--- config.mk ---
export PLATFORM = sky130hd
export DESIGN_NAME = fetch_unit
export DESIGN_NICKNAME = d
export VERILOG_FILES = /design/src/rtl/riscv_pkg.sv /design/src/rtl/pc_reg.sv /design/src/rtl/fetch_unit.sv
export SDC_FILE = /design/constraint.sdc
export NUM_CORES = 1
export LEC_CHECK = 0
export ABC_AREA = 1
export BUFFER_PORTS_ARGS = -buffer_cell sky130_fd_sc_hd__buf_2
export CORE_ASPECT_RATIO = 0.7
export CORE_MARGIN = 10
export CORE_UTILIZATION = 49
export CTS_CLUSTER_SIZE = 30
export DETAILED_ROUTE_END_ITERATION = 16
export HOLD_SLACK_MARGIN = 0.12
export PLACE_DENSITY = 0.87
export SETUP_SLACK_MARGIN = 0.3
export SYNTH_ARGS = -nofsm -noshare
export SYNTH_HDL_FRONTEND = slang
export SYNTH_SLANG_ARGS = --single-unit
export TNS_END_PERCENT = 100
--- constraint.sdc ---
create_clock -name clk -period 1.9 [get_ports clk]
set_input_delay 0.285 -clock clk [delete_from_list [all_inputs] [get_ports clk]]
set_output_delay 0.285 -clock clk [all_outputs]
set_load 0.01 [all_outputs]
--- src/rtl/riscv_pkg.sv ---
// Shared RISC-V constants and types for the fetch front end.
package riscv_pkg;

    localparam int unsigned XLEN             = 32;
    localparam logic [31:0] NOP_INSTR        = 32'h0000_0013;  // addi x0, x0, 0
    localparam logic [31:0] RESET_PC_DEFAULT = 32'h0000_0000;

    typedef enum logic {
        IfidEmpty,
        IfidFull
    } ifid_state_e;

endpackage

--- src/rtl/pc_reg.sv ---
// Fetch PC register with reset / redirect / advance / hold selection.
// FETCH_MISALIGN_TRAP_EN adds a registered misaligned-redirect pulse.
module pc_reg #(
    parameter int unsigned          XLEN     = riscv_pkg::XLEN,
    parameter logic [XLEN-1:0]      RESET_PC = riscv_pkg::RESET_PC_DEFAULT
) (
    input  logic            clk,
    input  logic            reset,
    input  logic            redirect_valid,
    input  logic [XLEN-1:0] redirect_pc,
    input  logic            advance,
    output logic [XLEN-1:0] pc,
    output logic            misalign
);
    import riscv_pkg::*;

    logic [XLEN-1:0] pc_q;
    logic [XLEN-1:0] target_aligned;

    assign target_aligned = redirect_pc & ~XLEN'(3);
    assign pc             = pc_q;

    // Redirect wins over advance; PC arithmetic wraps naturally at 2^XLEN.
    always_ff @(posedge clk) begin
        if (reset) begin
            pc_q <= RESET_PC;
        end else if (redirect_valid) begin
            pc_q <= target_aligned;
        end else if (advance) begin
            pc_q <= pc_q + XLEN'(4);
        end
    end

`ifdef FETCH_MISALIGN_TRAP_EN
    logic misalign_q;

    always_ff @(posedge clk) begin
        if (reset) begin
            misalign_q <= 1'b0;
        end else begin
            misalign_q <= redirect_valid && (redirect_pc[1:0] != 2'b00);
        end
    end

    assign misalign = misalign_q;
`else
    assign misalign = 1'b0;
`endif

endmodule

--- src/rtl/fetch_unit.sv ---
// Instruction fetch stage: PC register plus the IF/ID pipeline register.
// Optional misaligned-redirect trap via FETCH_MISALIGN_TRAP_EN.
module fetch_unit #(
    parameter int unsigned          XLEN     = riscv_pkg::XLEN,
    parameter logic [XLEN-1:0]      RESET_PC = riscv_pkg::RESET_PC_DEFAULT
) (
    input  logic            clk,
    input  logic            reset,
    input  logic            redirect_valid,
    input  logic [XLEN-1:0] redirect_pc,
    output logic [XLEN-1:0] instr_addr,
    input  logic [XLEN-1:0] instr,
    output logic            id_valid,
    input  logic            id_ready,
    output logic [XLEN-1:0] id_pc,
    output logic [XLEN-1:0] id_pc_plus4,
    output logic [XLEN-1:0] id_instr,
    output logic            misalign_trap
);
    import riscv_pkg::*;

    ifid_state_e     state_q;
    logic [XLEN-1:0] pc_q;
    logic [XLEN-1:0] id_pc_q;
    logic [XLEN-1:0] id_pc_plus4_q;
    logic [XLEN-1:0] id_instr_q;
    logic            accept;

    assign id_valid = (state_q == IfidFull);
    assign accept   = !id_valid || id_ready;

    pc_reg #(
        .XLEN     (XLEN),
        .RESET_PC (RESET_PC)
    ) u_pc_reg (
        .clk            (clk),
        .reset          (reset),
        .redirect_valid (redirect_valid),
        .redirect_pc    (redirect_pc),
        .advance        (accept),
        .pc             (pc_q),
        .misalign       (misalign_trap)
    );

    assign instr_addr  = pc_q;
    assign id_pc       = id_pc_q;
    assign id_pc_plus4 = id_pc_plus4_q;
    assign id_instr    = id_instr_q;

    // A redirect only flushes; the payload keeps its last value until refilled.
    always_ff @(posedge clk) begin
        if (reset) begin
            state_q       <= IfidEmpty;
            id_pc_q       <= '0;
            id_pc_plus4_q <= '0;
            id_instr_q    <= XLEN'(NOP_INSTR);
        end else begin
            unique case (state_q)
                IfidEmpty: begin
                    if (!redirect_valid) begin
                        state_q       <= IfidFull;
                        id_pc_q       <= pc_q;
                        id_pc_plus4_q <= pc_q + XLEN'(4);
                        id_instr_q    <= instr;
                    end
                end
                IfidFull: begin
                    if (redirect_valid) begin
                        state_q <= IfidEmpty;
                    end else if (id_ready) begin
                        id_pc_q       <= pc_q;
                        id_pc_plus4_q <= pc_q + XLEN'(4);
                        id_instr_q    <= instr;
                    end
                end
                default: state_q <= IfidEmpty;
            endcase
        end
    end

endmodule

==> metrics.md <==
| Metric | Value |
|---|---|
| CP endpoint | `id_pc_plus4[25]` |
| GRT Total Usage | `22.0%` |
| DR vias | `5305` |
| Post-Synth Simple-Gate Area | `25.7%` |
| Post-Route WL | `17200 um` |
| Ordered cell list for the critical path | `buf_4 > nand3_1 > nor2_2 > buf_4 > nand2_1 > nand2_1 > nand2_1 > nand2_1 > a21oi_1` |
| Routed Antenna Nets | `0` |
| Routed len/inst | `16.8 um` |
| Synthesized area per cell | `7.28 sq um` |
| Startpoint types | `flop` |
| Drt pass-1 iters | `5` |
| Post-layout min period | `1.52 ns` |
| R2R Path Start | `u_pc_reg.pc[3]` |
| Unique cell type count in the Yosys netlist | `25` |
| Ys flop type | `dfxtp_1` |
| CTS tree | `built` |
| Port buffer count | `188` |
| CTS HTree Levels | `4` |
| Rel. slew slack | `56.4%` |
| Commonest cells after routing, fill and taps aside | `buf_2 (188), nand2_1 (149), nor2_1 (124)` |
| Row Count | `30` |
| I/O pin count | `198` |
| Actual slew at the worst max-slew pin | `0.654 ns` |
| Die height | `105 um` |
| Tcrit/Tclk final | `79.9%` |
| Synth Warn # | `0` |
| EDFF count, synth | `0` |
| Yosys reg bits | `123` |
| Area share of fa/ha/maj cells after synthesis | `0.247%` |
| Initial antenna violation count | `0` |
| WP data arrival | `1.78 ns` |
| Worst setup EP type | `flop` |
| Max Fclk | `659 MHz` |
| Worst-path clk slew | `0.06 ns` |
| Setup Total Neg Slack | `0 ns` |
| Run status | `finished clean` |
| Placeable core area | `0.00987 sq mm` |
| Mapped cell area | `0.00506 sq mm` |
| Total CTS buffers | `17` |
| Via density | `5.16` |
| VDD IR max | `0.000638 V` |
| Largest register FFs | `32` |
| Post-synth top area cell | `dfxtp_1` |
| RSZ-0062 raised after global routing | `true` |
| Vias in the first global route | `5115` |
| CTS Buffer Depth | `2` |
| Slew Limit Fails | `0` |
| Global-route wire length before repair | `26700 um` |
| Hold WC Path Type | `input pin to flop` |
| R2R Path End | `id_pc_plus4[25]` |
| Max incr delay on CP | `0.35 ns` |
| Share of layout cells above drive strength 1 | `31.5%` |
| Top-area cell type share of the netlist area | `48.7%` |
| XOR/XNOR Fraction of Synth Area | `1.04%` |
| Max-Cap Viols | `0` |
| Clock Skews | `0.00399 ns` |
| Area after DPL | `0.00612 sq mm` |
| Layout area overhead | `37.2%` |
| Largest family of logic cells by synthesized area | `simple AND/OR/NAND/NOR gates` |
| Synth Instances | `695` |
| Fill cells | `810` |
| Gp weighted congestion | `0.928` |
| NumNets Final | `956` |
| Final std cell area, no fill | `0.00694 sq mm` |
| Hpwl dp | `12300 um` |
| Sequential cell area fraction in the yosys report | `48.7%` |
| Chip Width | `141 um` |
| Complex-gate fraction of the synthesized area | `18.0%` |
| Pleak | `3.16 nW` |
| Final Setup Violations | `0` |
| DIE AREA | `0.0149 sq mm` |
| Largest cells by area after synthesis | `dfxtp_1 (49%), nand2_1 (11%), nor2_1 (9.5%), a21oi_1 (7.2%), o21ai_0 (6.5%)` |
| Clk sinks | `123` |
| Crit. Startpoint | `u_pc_reg.pc[3]` |
| Worst-path maximum fanout | `5` |
| Post-synthesis mux area share | `0%` |
| First DRT Iteration DRCs | `300` |
| Residual DRC count | `0` |
| Clk_lat worst skew | `0.41 ns` |
| Largest net degree at the start of global routing | `87` |
| Commonest non-fill, non-tap cell in the layout | `buf_2` |
| Final hold vios | `0` |
| Power Density | `1010 mW/mm^2` |
| Total grt overflow | `0` |
| Clock root buffer | `clkbuf_16` |
| R2r worst-path depth | `9` |
| Initial Util | `51.2%` |
| Reg2Reg Setup Slack | `0.38 ns` |
| Critical path class | `flop to flop` |
| CP max stage cell | `dfxtp_2` |
| CP required | `2.16 ns` |
| Asr flop ratio synth | `0%` |
| Most used cell, CP | `nand2_1` |
-- where the power goes --
group	internal [W]	total [W]	switching [W]
Clock	0.00219	0.00339	0.00120
Combinational	0.000312	0.000783	0.000471
Sequential	0.00274	0.00285	0.000114
Total	0.00524	0.00702	0.00178
-- cells in the mapped netlist, drive strengths merged, types with 2 or more instances --
library cell and n:
dfxtp 123, clkbuf 30, inv 28, a31oi 7
nand2 154, nand3 26, o21ai 66, a22oi 21
nand3b 2, nor2 138, xnor2 2, a21oi 73
xor2 4, o21bai 2, buf 15
-- cells by family (layout without fill, tap and decap cells) --
group,count (synthesis),after routing
buffers and inverters,73,271
XOR/XNOR,6,6
adder cells (fa/ha/maj),1,1
AO/OA/AOI/OAI,169,169
other,1,8
flip-flops,123,123
AND/OR/NAND/NOR,322,322
-- final cells by class --
type / instances / area (sq um) / share of cell area, %
Sequential cell: 123 / 2500 / 36.1
Clock buffer: 17 / 425 / 6.13
Antenna cell: 1 / 2.50 / 0.0361
Inverter: 28 / 105 / 1.51
Multi-Input combinational cell: 505 / 2380 / 34.3
Tap cell: 128 / 160 / 2.31
Clock inverter: 14 / 196 / 2.83
Timing Repair Buffer: 212 / 1170 / 16.8
-- worst max-delay path: cells and delay by family, from the launching register on --
kind	cells	cell delay, ns
buffers and inverters	2	0.27
AOI/OAI and AO/OA	1	0.09
and+or+nand+nor	6	0.66
DFF	1	0.35
-- what timing repair did --
item                                   in CTS  in global routing
endpoints found under the hold margin       4                  0
hold buffers                                4                  0
resized for setup                           6                 38
setup endpoints to repair                  14                 44
pin swaps                                   2                  8
setup buffers                               0                  5
-- per-stage QoR --
| step | hold WS [ns] | worst slack [ns] | total power, W | util (%) | instances |
|---|---|---|---|---|---|
| after detailed placement | 0.456 | 0.230 | 0.00367 | 62.0 | 987 |
| after global placement | 0.449 | 0.283 | 0.00364 | 62.0 | 987 |
| after floorplan | 0.398 | 0.417 | 0.00331 | - | 701 |
| final | 0.130 | 0.383 | 0.00702 | 70.3 | 1028 |
| after global routing | 0.134 | 0.278 | 0.00728 | 70.3 | 1027 |
| after CTS | 0.122 | 0.290 | 0.00704 | 68.9 | 1022 |
-- layer usage --
metal	vias up	GRT usage, %	share of wire, %
met1	2401	28.1	45
met2	238	34.3	44
met4	0	5.17	0.65
li1	2652	-	-
met5	-	0	0
met3	14	8.28	10
-- how the worst min path moves through the flow --
stage                                  to             from  cells past startpoint  slack (ns)
after global routing          id_instr[5]         instr[5]                      3        0.13
after detailed placement   id_pc_plus4[7]   id_pc_plus4[7]                      2        0.46
final                        id_instr[30]        instr[30]                      3        0.13
after global placement    id_pc_plus4[31]  id_pc_plus4[31]                      2        0.45
after floorplan               id_instr[0]         instr[0]                      2        0.40
after CTS                    id_instr[30]        instr[30]                      3        0.12
Note: power is estimated with default switching activity, not from simulation.
